<file path="config.mk">
export PLATFORM = sky130hd
export DESIGN_NAME = mem_dma_arbiter_flat
export DESIGN_NICKNAME = d
export VERILOG_FILES = /design/src/rtl/mem_dma_arbiter_if.sv /design/src/rtl/mem_dma_arbiter.sv /design/src/flat_wrapper.sv
export SDC_FILE = /design/constraint.sdc
export NUM_CORES = 1
export LEC_CHECK = 0
export CORE_MARGIN = 8
export CORE_UTILIZATION = 25
export CTS_BUF_LIST = sky130_fd_sc_hd__clkbuf_4 sky130_fd_sc_hd__clkbuf_8 sky130_fd_sc_hd__clkbuf_16
export CTS_CLUSTER_SIZE = 12
export DETAILED_ROUTE_END_ITERATION = 10
export PLACE_DENSITY = 0.53
export SLEW_MARGIN = 40
export SYNTH_ARGS = -nofsm -noshare
export SYNTH_HDL_FRONTEND = slang
export SYNTH_SLANG_ARGS = --single-unit
</file>
<file path="constraint.sdc">
create_clock -name clk -period 7.6 [get_ports clk]
set_input_delay 1.14 -clock clk [delete_from_list [all_inputs] [get_ports clk]]
set_output_delay 1.14 -clock clk [all_outputs]
set_load 0.02 [all_outputs]
</file>
<file path="src/rtl/mem_dma_arbiter_if.sv">
// Bus bundle between the CPU data port, the DMA control block and the memory's
// second read port plus write port. The arbiter uses "master"; its environment uses "slave".
interface mem_dma_arbiter_if;
  logic        cpu_ren;
  logic [15:0] cpu_raddr;
  logic        cpu_wen;
  logic [15:0] cpu_waddr;
  logic [15:0] cpu_wdata;
  logic        dma_start;
  logic        dma_mode;
  logic [15:0] dma_src;
  logic [15:0] dma_dst;
  logic [15:0] dma_len;
  logic [15:0] dma_fill;
  logic        dma_busy;
  logic        dma_done;
  logic [15:0] mem_raddr;
  logic        mem_ren;
  logic        mem_wen;
  logic [15:0] mem_waddr;
  logic [15:0] mem_wdata;
  logic [15:0] mem_rdata;
  logic [1:0]  dbg_state;

  modport master (
    input  cpu_ren, cpu_raddr, cpu_wen, cpu_waddr, cpu_wdata,
    input  dma_start, dma_mode, dma_src, dma_dst, dma_len, dma_fill,
    input  mem_rdata,
    output dma_busy, dma_done, dbg_state,
    output mem_raddr, mem_ren, mem_wen, mem_waddr, mem_wdata
  );

  modport slave (
    output cpu_ren, cpu_raddr, cpu_wen, cpu_waddr, cpu_wdata,
    output dma_start, dma_mode, dma_src, dma_dst, dma_len, dma_fill,
    output mem_rdata,
    input  dma_busy, dma_done, dbg_state,
    input  mem_raddr, mem_ren, mem_wen, mem_waddr, mem_wdata
  );
endinterface

</file>
<file path="src/rtl/mem_dma_arbiter.sv">
// CPU/DMA port arbiter with a copy/fill DMA engine that only uses cycles the CPU
// leaves idle on the memory read port and write port. BUF_DEPTH must be >= RD_LAT+1.
module mem_dma_arbiter #(
  parameter int RD_LAT    = 2,
  parameter int BUF_DEPTH = 3
) (
  input logic               clk,
  input logic               rst,
  mem_dma_arbiter_if.master bus
);

  localparam int PTR_W = (BUF_DEPTH > 1) ? $clog2(BUF_DEPTH) : 1;
  localparam int CNT_W = $clog2(BUF_DEPTH + 1);

  typedef enum logic [1:0] {
    IDLE = 2'd0,
    RUN  = 2'd1,
    DONE = 2'd2
  } state_t;

  state_t            state_q, state_d;
  logic              mode_q, mode_d;
  logic [15:0]       src_q, src_d;
  logic [15:0]       dst_q, dst_d;
  logic [15:0]       len_q, len_d;
  logic [15:0]       fill_q, fill_d;
  logic [15:0]       rd_idx_q, rd_idx_d;
  logic [15:0]       wr_idx_q, wr_idx_d;
  logic [RD_LAT-1:0] tag_q, tag_d;
  logic [15:0]       buf_q [BUF_DEPTH];
  logic [15:0]       buf_d [BUF_DEPTH];
  logic [PTR_W-1:0]  rd_ptr_q, rd_ptr_d;
  logic [PTR_W-1:0]  wr_ptr_q, wr_ptr_d;
  logic [CNT_W-1:0]  cnt_q, cnt_d;
  logic              busy_q, busy_d;
  logic              done_q, done_d;

  logic [CNT_W-1:0]  inflight;
  logic              room;
  logic              push;
  logic              pop;
  logic              store;
  logic              take;
  logic              head_avail;
  logic [15:0]       head_data;
  logic              dma_rd_go;
  logic              dma_wr_go;

  function automatic logic [PTR_W-1:0] ptr_inc(input logic [PTR_W-1:0] p);
    return (p == PTR_W'(BUF_DEPTH - 1)) ? '0 : p + 1'b1;
  endfunction

  always_comb begin
    inflight = '0;
    for (int i = 0; i < RD_LAT; i++) inflight = inflight + CNT_W'(tag_q[i]);
  end

  // Reads already in flight count against the buffer so every returned word has a slot.
  assign room       = ({1'b0, inflight} + {1'b0, cnt_q}) < (CNT_W + 1)'(BUF_DEPTH);
  assign push       = tag_q[RD_LAT-1];
  assign head_avail = (cnt_q != '0) || push;
  assign head_data  = (cnt_q != '0) ? buf_q[rd_ptr_q] : bus.mem_rdata;

  assign dma_rd_go = (state_q == RUN) && !mode_q && !bus.cpu_ren && (rd_idx_q != len_q) && room;
  assign dma_wr_go = (state_q == RUN) && !bus.cpu_wen && (wr_idx_q != len_q) && (mode_q || head_avail);
  assign pop       = dma_wr_go && !mode_q;
  // An empty buffer with a word arriving and a pop in the same cycle forwards it straight through.
  assign store     = push && !(pop && (cnt_q == '0));
  assign take      = pop && (cnt_q != '0);

  assign bus.mem_raddr = bus.cpu_ren ? bus.cpu_raddr : src_q + rd_idx_q;
  assign bus.mem_ren   = bus.cpu_ren;
  assign bus.mem_wen   = bus.cpu_wen | dma_wr_go;
  assign bus.mem_waddr = bus.cpu_wen ? bus.cpu_waddr : dst_q + wr_idx_q;
  assign bus.mem_wdata = bus.cpu_wen ? bus.cpu_wdata : (mode_q ? fill_q : head_data);
  assign bus.dma_busy  = busy_q;
  assign bus.dma_done  = done_q;
  assign bus.dbg_state = state_q;

  // dma_start is a single-cycle request honoured only in IDLE; dma_done is a
  // single-cycle completion pulse; dma_busy spans the RUN state only.
  always_comb begin
    state_d  = state_q;
    mode_d   = mode_q;
    src_d    = src_q;
    dst_d    = dst_q;
    len_d    = len_q;
    fill_d   = fill_q;
    rd_idx_d = rd_idx_q;
    wr_idx_d = wr_idx_q;
    buf_d    = buf_q;
    rd_ptr_d = rd_ptr_q;
    wr_ptr_d = wr_ptr_q;
    cnt_d    = cnt_q + CNT_W'(store) - CNT_W'(take);
    tag_d[0] = dma_rd_go;
    for (int i = 1; i < RD_LAT; i++) tag_d[i] = tag_q[i-1];

    if (store) begin
      buf_d[wr_ptr_q] = bus.mem_rdata;
      wr_ptr_d        = ptr_inc(wr_ptr_q);
    end
    if (take) rd_ptr_d = ptr_inc(rd_ptr_q);

    case (state_q)
      IDLE: begin
        if (bus.dma_start) begin
          mode_d   = bus.dma_mode;
          src_d    = bus.dma_src;
          dst_d    = bus.dma_dst;
          len_d    = bus.dma_len;
          fill_d   = bus.dma_fill;
          rd_idx_d = '0;
          wr_idx_d = '0;
          state_d  = (bus.dma_len == 16'd0) ? DONE : RUN;
        end
      end
      RUN: begin
        rd_idx_d = rd_idx_q + 16'(dma_rd_go);
        wr_idx_d = wr_idx_q + 16'(dma_wr_go);
        if (wr_idx_q == len_q) state_d = DONE;
      end
      DONE:    state_d = IDLE;
      default: state_d = IDLE;
    endcase

    busy_d = (state_d == RUN);
    done_d = (state_d == DONE);
  end

  always_ff @(posedge clk or posedge rst) begin
    if (rst) begin
      state_q  <= IDLE;
      mode_q   <= 1'b0;
      src_q    <= '0;
      dst_q    <= '0;
      len_q    <= '0;
      fill_q   <= '0;
      rd_idx_q <= '0;
      wr_idx_q <= '0;
      tag_q    <= '0;
      for (int i = 0; i < BUF_DEPTH; i++) buf_q[i] <= '0;
      rd_ptr_q <= '0;
      wr_ptr_q <= '0;
      cnt_q    <= '0;
      busy_q   <= 1'b0;
      done_q   <= 1'b0;
    end else begin
      state_q  <= state_d;
      mode_q   <= mode_d;
      src_q    <= src_d;
      dst_q    <= dst_d;
      len_q    <= len_d;
      fill_q   <= fill_d;
      rd_idx_q <= rd_idx_d;
      wr_idx_q <= wr_idx_d;
      tag_q    <= tag_d;
      buf_q    <= buf_d;
      rd_ptr_q <= rd_ptr_d;
      wr_ptr_q <= wr_ptr_d;
      cnt_q    <= cnt_d;
      busy_q   <= busy_d;
      done_q   <= done_d;
    end
  end

  a_no_overflow : assert property (@(posedge clk) disable iff (rst)
    !(push && (cnt_q == CNT_W'(BUF_DEPTH))));

endmodule

</file>
<file path="src/flat_wrapper.sv">
// flat-port wrapper written by rule: the top's interface ports become plain ports
module mem_dma_arbiter_flat 
#(
  parameter int RD_LAT    = 2,
  parameter int BUF_DEPTH = 3
)
  (clk, rst, bus_cpu_ren, bus_cpu_raddr, bus_cpu_wen, bus_cpu_waddr, bus_cpu_wdata, bus_dma_start, bus_dma_mode, bus_dma_src, bus_dma_dst, bus_dma_len, bus_dma_fill, bus_mem_rdata, bus_dma_busy, bus_dma_done, bus_dbg_state, bus_mem_raddr, bus_mem_ren, bus_mem_wen, bus_mem_waddr, bus_mem_wdata);
  mem_dma_arbiter_if bus_i ();
  input logic clk;
  input logic rst;
  input wire logic [$bits(bus_i.cpu_ren)-1:0] bus_cpu_ren;
  input wire logic [$bits(bus_i.cpu_raddr)-1:0] bus_cpu_raddr;
  input wire logic [$bits(bus_i.cpu_wen)-1:0] bus_cpu_wen;
  input wire logic [$bits(bus_i.cpu_waddr)-1:0] bus_cpu_waddr;
  input wire logic [$bits(bus_i.cpu_wdata)-1:0] bus_cpu_wdata;
  input wire logic [$bits(bus_i.dma_start)-1:0] bus_dma_start;
  input wire logic [$bits(bus_i.dma_mode)-1:0] bus_dma_mode;
  input wire logic [$bits(bus_i.dma_src)-1:0] bus_dma_src;
  input wire logic [$bits(bus_i.dma_dst)-1:0] bus_dma_dst;
  input wire logic [$bits(bus_i.dma_len)-1:0] bus_dma_len;
  input wire logic [$bits(bus_i.dma_fill)-1:0] bus_dma_fill;
  input wire logic [$bits(bus_i.mem_rdata)-1:0] bus_mem_rdata;
  output wire logic [$bits(bus_i.dma_busy)-1:0] bus_dma_busy;
  output wire logic [$bits(bus_i.dma_done)-1:0] bus_dma_done;
  output wire logic [$bits(bus_i.dbg_state)-1:0] bus_dbg_state;
  output wire logic [$bits(bus_i.mem_raddr)-1:0] bus_mem_raddr;
  output wire logic [$bits(bus_i.mem_ren)-1:0] bus_mem_ren;
  output wire logic [$bits(bus_i.mem_wen)-1:0] bus_mem_wen;
  output wire logic [$bits(bus_i.mem_waddr)-1:0] bus_mem_waddr;
  output wire logic [$bits(bus_i.mem_wdata)-1:0] bus_mem_wdata;
  assign bus_i.cpu_ren = bus_cpu_ren;
  assign bus_i.cpu_raddr = bus_cpu_raddr;
  assign bus_i.cpu_wen = bus_cpu_wen;
  assign bus_i.cpu_waddr = bus_cpu_waddr;
  assign bus_i.cpu_wdata = bus_cpu_wdata;
  assign bus_i.dma_start = bus_dma_start;
  assign bus_i.dma_mode = bus_dma_mode;
  assign bus_i.dma_src = bus_dma_src;
  assign bus_i.dma_dst = bus_dma_dst;
  assign bus_i.dma_len = bus_dma_len;
  assign bus_i.dma_fill = bus_dma_fill;
  assign bus_i.mem_rdata = bus_mem_rdata;
  assign bus_dma_busy = bus_i.dma_busy;
  assign bus_dma_done = bus_i.dma_done;
  assign bus_dbg_state = bus_i.dbg_state;
  assign bus_mem_raddr = bus_i.mem_raddr;
  assign bus_mem_ren = bus_i.mem_ren;
  assign bus_mem_wen = bus_i.mem_wen;
  assign bus_mem_waddr = bus_i.mem_waddr;
  assign bus_mem_wdata = bus_i.mem_wdata;
  mem_dma_arbiter #(.RD_LAT(RD_LAT), .BUF_DEPTH(BUF_DEPTH)) u_core (.clk(clk), .rst(rst), .bus(bus_i));
endmodule
</file>
==> results.json, run 1 <==
{
  "path_clk_slew_ns": 0.07,
  "grt_pass1_wl_um": 45900,
  "tritoncts": "built",
  "antennaDiodeCount": 0,
  "numCtsBuffers": 17,
  "drcViolationCount": 0,
  "crit_family": "compound AO/OA/AOI/OAI gates",
  "cp-end-kind": "primary output",
  "clk_latency_ns": 0.44,
  "dieArea_um2": 43700,
  "switchingPower_w": 0.00167,
  "place_hpwl_um": 20700,
  "antenna_found_initial": 2,
  "cts_sinks": 157,
  "synth_edf_count": 0,
  "p_comb_share_pct": 44.5,
  "async_reset_ff_share_pct": 100,
  "io-pin-count": 188,
  "nets": 1356,
  "rows": 70,
  "leakage_nw": 5.25,
  "setup-tns-final_ns": 0,
  "fill_cells": 3784,
  "slew_violations": 0,
  "finalCritPeriodShare_pct": 63.4,
  "reg2reg_setup_slack_ns": 4.27,
  "final_cell_mix": "286 x nand2_1, 186 x clkdlybuf4s50_1, 156 x dfrtp_1, 87 x o21ai_0, 60 x mux2_2",
  "routabilityCongestion": 0.825,
  "synth_seq_cells": 157,
  "intPower_w": 0.00261,
  "post_cts_buffers": 0,
  "vias": 7811,
  "reg2reg_from": "u_core.cnt_q[0]",
  "grt_use_total_pct": 13.1,
  "yosys.area.top_type": "dfrtp_1",
  "path_class": "reg -> out",
  "final_design_area_no_fill_um2": 12200,
  "startpoint": "u_core.wr_idx_q[0]",
  "critPathMaxFanout": 5,
  "ys_top_cells_by_area": "dfrtp_1 42%, nand2_1 12%, mux2_2 7.3%",
  "slowest_stage": "a311oi_1",
  "yosysTopAreaCellShare_pct": 42.2,
  "slew_headroom_pct": 46.4,
  "yosysWarnings": 0,
  "drv_cap": 0,
  "place.port_buffers": 187,
  "worst_pin_slew_ns": 0.804,
  "initial_core_util_pct": 25.4,
  "period_needed_ns": 4.82,
  "ys_seq_area_share_pct": 42.2,
  "syn-mean-instance-area_um2": 9.11,
  "syn-cell-area_um2": 9310,
  "syn_nets": 1196,
  "post_route_cells_drive_above_1_share_pct": 10.7,
  "pwr-share-clk_pct": 21.0,
  "sw_frac_of_total_pct": 39.1,
  "route.antenna.remaining_nets": 0,
  "placed_area_um2": 11600,
  "crit_cells": 10,
  "cts.path.max_buffers": 2,
  "wl_per_cell_um": 17.3,
  "die_h_um": 209,
  "dieWidth_um": 209,
  "max_clock_freq_mhz": 207,
  "synth_flop_cell": "dfrtp_1",
  "min_path_type": "reg -> reg",
  "crit_path_start_kind": "register",
  "synth_cells": 1022,
  "core_um2": 36600,
  "crit_chain": "ha_1 > inv_1 > fa_1 > nand2b_1 > a21o_1 > a311oi_1 > o22ai_1 > xor2_1 > o21ai_0 > clkdlybuf4s50_1",
  "grt_pass1_vias": 8031,
  "grt_remaining_overflow": 0,
  "power_frac_seq_pct": 34.4,
  "status": "complete, no violations",
  "fin_skew_ns": 0.0185,
  "setup_viol": 0,
  "wl_um": 28700,
  "reg2regPathDepth": 10,
  "grt_max_degree": 85,
  "hold_buffers": 0,
  "rsz0062_at_grt": "no",
  "slowest_delay_ns": 0.63,
  "crit_buf_inv": 2,
  "drtIter0Drc": 425,
  "ys_types": 59,
  "drt_pass1_iterations": 4,
  "worstReg2RegEnd": "u_core.rd_idx_q[15]",
  "hold_violations": 0,
  "powerDensity_nw_per_um2": 351,
  "vdd_drop_max_v": 0.000138,
  "cts_resized": 0,
  "crit_end": "bus_mem_waddr[14]",
  "syn2layout_area_growth_pct": 31.1,
  "clock-root-buffer": "clkbuf_16",
  "cp.arrival_ns": 3.68,
  "vias_per_cell": 4.70,
  "htreeDepth": 4,
  "layout_commonest_cell": "nand2_1",
  "crit_required_ns": 6.46
}
layer usage:
metal	vias up	routed length (um)	global-route usage, %
met5	-	24	0
li1	3891	-	-
met4	4	294	2.99
met2	172	12900	20.7
met3	17	1510	3.41
met1	3727	13900	17.9
final cells by class:
type                       count  area (um^2)  area share, %
inverter                      14         60.1          0.492
timing repair buffer         195         1930           15.9
clock buffer                  20          460           3.78
clock inverter                12          150           1.23
sequential                   157         3930           32.2
tap                          468          586           4.80
multi-input combinational    797         5080           41.6
state kept, by name (all words and copies together) (netlist names):
name / flops
u_core.buf_q: 48
u_core.bus.dbg_state: 2
u_core.bus.dma_busy: 1
u_core.bus.dma_done: 1
u_core.cnt_q: 2
u_core.dst_q: 16
u_core.fill_q: 16
u_core.len_q: 16
u_core.mode_q: 1
u_core.rd_idx_q: 16
u_core.rd_ptr_q: 2
u_core.src_q: 16
u_core.tag_q: 2
u_core.wr_idx_q: 16
u_core.wr_ptr_q: 2
cells by family after synthesis:
logic type               share of synthesized area [%]
AND/OR/NAND/NOR                                   19.3
AO/OA/AOI/OAI                                     12.7
flip-flops                                        42.2
multiplexers                                      11.3
buffers and inverters                             3.36
XOR/XNOR                                          5.46
adder cells (fa/ha/maj)                           5.62
worst register-to-register path: cells and delay by family, from the launching register on:
family	cells	cell delay (ns)
AOI/OAI and AO/OA	2	0.38
adders and majority gates	3	1.00
DFF	1	0.42
and+or+nand+nor	5	1.39
power groups by stage:
stage	Combinational (W)	Clock, W	Sequential, W
floorplan	0.00138	0	0.00135
global placement	0.00191	0	0.00148
detailed placement	0.00193	0	0.00149
CTS	0.00195	0.000935	0.00148
global route	0.00215	0.000965	0.00152
finish	0.00191	0.000901	0.00147
Yosys cell counts (3+ instances only):
| library cell | number |
|---|---|
| xnor2_1 | 46 |
| a21o_1 | 11 |
| dfrtp_1 | 157 |
| mux2_2 | 60 |
| clkbuf_1 | 38 |
| buf_6 | 3 |
| o21ai_0 | 87 |
| o21a_1 | 7 |
| a31oi_1 | 5 |
| nor2_1 | 21 |
| and3_1 | 4 |
| ha_1 | 37 |
| or2_2 | 3 |
| nand4_1 | 18 |
| o211ai_1 | 26 |
| a21oi_1 | 26 |
| buf_1 | 7 |
| nand3_1 | 40 |
| o31ai_1 | 12 |
| o41ai_1 | 3 |
| xor2_1 | 12 |
| mux2_4 | 12 |
| mux2i_1 | 20 |
| nand2b_1 | 7 |
| inv_1 | 14 |
| nand2_1 | 286 |
| nor3_1 | 9 |
| or3_1 | 3 |
| fa_1 | 3 |
| nor4_1 | 7 |
how the worst min path moves through the flow:
stage / start / cells after the start / endpoint / slack (ns)
detailed placement: u_core.tag_q[0] / 0 / u_core.tag_q[1] / 0.40
global placement: u_core.tag_q[0] / 0 / u_core.tag_q[1] / 0.39
finish: u_core.tag_q[0] / 0 / u_core.tag_q[1] / 0.42
CTS: u_core.tag_q[0] / 0 / u_core.tag_q[1] / 0.43
floorplan: u_core.tag_q[0] / 0 / u_core.tag_q[1] / 0.39
global route: u_core.tag_q[0] / 0 / u_core.tag_q[1] / 0.44
through the flow:
stage / util [%] / total power (W) / std cells / setup slack, ns / hold WS, ns
4_1_cts: 33.3 / 0.00436 / 1663 / 2.72 / 0.427
5_1_grt: 33.3 / 0.00463 / 1663 / 2.52 / 0.443
3_5_place_dp: 31.6 / 0.00342 / 1631 / 3.25 / 0.404
3_3_place_gp: 31.6 / 0.00339 / 1631 / 3.24 / 0.392
2_1_floorplan: - / 0.00273 / 1022 / 2.23 / 0.386
6_report: 33.3 / 0.00428 / 1663 / 2.78 / 0.424
Note: power is estimated with default switching activity, not from simulation.
==> inputs of run 2 (changes only) <==
clock period = 4.9 ns   (was 7.6 ns; I/O delays follow)
==> run 2 against run 1 <==
Compared with the run above: sequential share of layout area decreased by 0.20 points; cell count rose by 0.48%; via count increased by 0.54%; die area unchanged; register-to-register slack worse by 2.6 ns; hold slack got worse by 0.015 ns; sequential power is 53% higher; wire length is 1.7% lower; clock power grew 50%; critical endpoint unchanged; largest power group unchanged; highest routed layer unchanged.
==> results.json, run 2 (synthesis results as in run 1) <==
{
  "status": "complete, no violations",
  "vdd_drop_max_v": 0.000229,
  "cts.path.max_buffers": 2,
  "slew_violations": 0,
  "tritoncts": "built",
  "drv_cap": 0,
  "antennaDiodeCount": 0,
  "die_h_um": 209,
  "routabilityCongestion": 0.836,
  "path_class": "reg -> out",
  "worst_pin_slew_ns": 0.742,
  "grt_pass1_vias": 7920,
  "wl_um": 28200,
  "dp_cells": 1639,
  "rows": 70,
  "final_design_area_no_fill_um2": 12300,
  "slew_headroom_pct": 50.5,
  "grt_pass1_wl_um": 45300,
  "setup-tns-final_ns": 0,
  "placed_area_um2": 11700,
  "grt_use_total_pct": 13.0,
  "vias": 7853,
  "cts_resized": 0,
  "grt_remaining_overflow": 0,
  "fin_skew_ns": 0.0154,
  "hold_violations": 0,
  "largest_register_ffs": 48,
  "setup_viol": 0,
  "total_power_w": 0.00663,
  "fill_cells": 3825,
  "core_um2": 36600,
  "drtIter0Drc": 339,
  "nets": 1364,
  "htreeDepth": 4,
  "drcViolationCount": 0,
  "cp-end-kind": "primary output",
  "antenna_found_initial": 3,
  "finalCritPeriodShare_pct": 89.8,
  "io-pin-count": 188,
  "top_register": "u_core.buf_q",
  "route.antenna.remaining_nets": 0,
  "drt_pass1_iterations": 4,
  "place_hpwl_um": 21400,
  "post_cts_buffers": 0,
  "initial_core_util_pct": 25.4,
  "rsz0062_at_grt": "no",
  "powerDensity_nw_per_um2": 540,
  "critPathMaxFanout": 5,
  "timing.hold.ws_ns": 0.409,
  "grt_max_degree": 81,
  "wl_per_cell_um": 16.9,
  "cp.arrival_ns": 3.67,
  "hold_buffers": 0,
  "period_needed_ns": 4.40,
  "dieArea_um2": 43700,
  "cts_sinks": 157,
  "crit_path_start_kind": "register",
  "post_route_cells_drive_above_1_share_pct": 11.1,
  "clock-root-buffer": "clkbuf_16",
  "path_clk_slew_ns": 0.07,
  "syn2layout_area_growth_pct": 31.8,
  "final_cell_mix": "286 x nand2_1, 186 x clkdlybuf4s50_1, 157 x dfrtp_1, 87 x o21ai_0, 60 x mux2_2",
  "leakage_nw": 5.30,
  "numCtsBuffers": 17,
  "crit_required_ns": 4.16,
  "layout_commonest_cell": "nand2_1",
  "place.port_buffers": 187,
  "dieWidth_um": 209,
  "min_path_type": "reg -> reg",
  "max_clock_freq_mhz": 227,
  "clk_latency_ns": 0.43,
  "vias_per_cell": 4.70,
  "final_cells": 1671
}
[run 2: through the flow]
stage	utilization [%]	setup slack (ns)
2_1_floorplan	-	1.59
5_1_grt	33.5	0.227
6_report	33.5	0.499
4_1_cts	33.5	0.417
3_5_place_dp	31.9	0.943
3_3_place_gp	31.7	0.937
[run 2: worst max-delay path: stages, from the launching register on]
cell	delay, ns
dfrtp_1	0.43
ha_1	0.23
inv_1	0.07
fa_1	0.39
nand2b_1	0.19
a21o_1	0.18
a311oi_1	0.60
o22ai_1	0.17
xor2_1	0.18
o21ai_0	0.16
clkdlybuf4s50_1	0.63
[run 2: per-layer routing]
| metal | vias to the layer above | routed length, um | GRT usage [%] |
|---|---|---|---|
| met4 | 6 | 257 | 3.01 |
| met1 | 3744 | 14000 | 18.0 |
| met2 | 175 | 12600 | 20.2 |
| li1 | 3904 | - | - |
| met3 | 24 | 1330 | 3.10 |
| met5 | - | 41 | 0 |
[run 2: final timing paths]
check,from,cells past startpoint,to,slack [ns]
worst max-delay path,u_core.wr_idx_q[0],10,bus_mem_waddr[14],0.50
worst min-delay path,u_core.tag_q[0],0,u_core.tag_q[1],0.41
worst max register to register,u_core.cnt_q[0],10,u_core.rd_idx_q[15],1.67
worst min register to register,u_core.tag_q[0],0,u_core.tag_q[1],0.41
max in group asynchronous,rst,4,u_core.len_q[0],3.36
min in group asynchronous,rst,3,u_core.buf_q[3],0.77
[run 2: final cells by class]
| type | count | area (um^2) | area share (%) |
|---|---|---|---|
| inverters | 14 | 56.3 | 0.459 |
| repair buffers | 203 | 2040 | 16.6 |
| clock inverters | 14 | 148 | 1.20 |
| well taps | 468 | 586 | 4.77 |
| multi-input cells | 797 | 5070 | 41.4 |
| clock buffers | 18 | 439 | 3.58 |
| flip-flops and latches | 157 | 3930 | 32.0 |
[run 2: power breakdown]
| group | switching [W] | leakage (nW) | internal, W | total (W) |
|---|---|---|---|---|
| sequential | 0.000437 | 1.97 | 0.00181 | 0.00225 |
| clock | 0.000613 | 0.287 | 0.000735 | 0.00135 |
| combinational | 0.00157 | 3.04 | 0.00147 | 0.00303 |
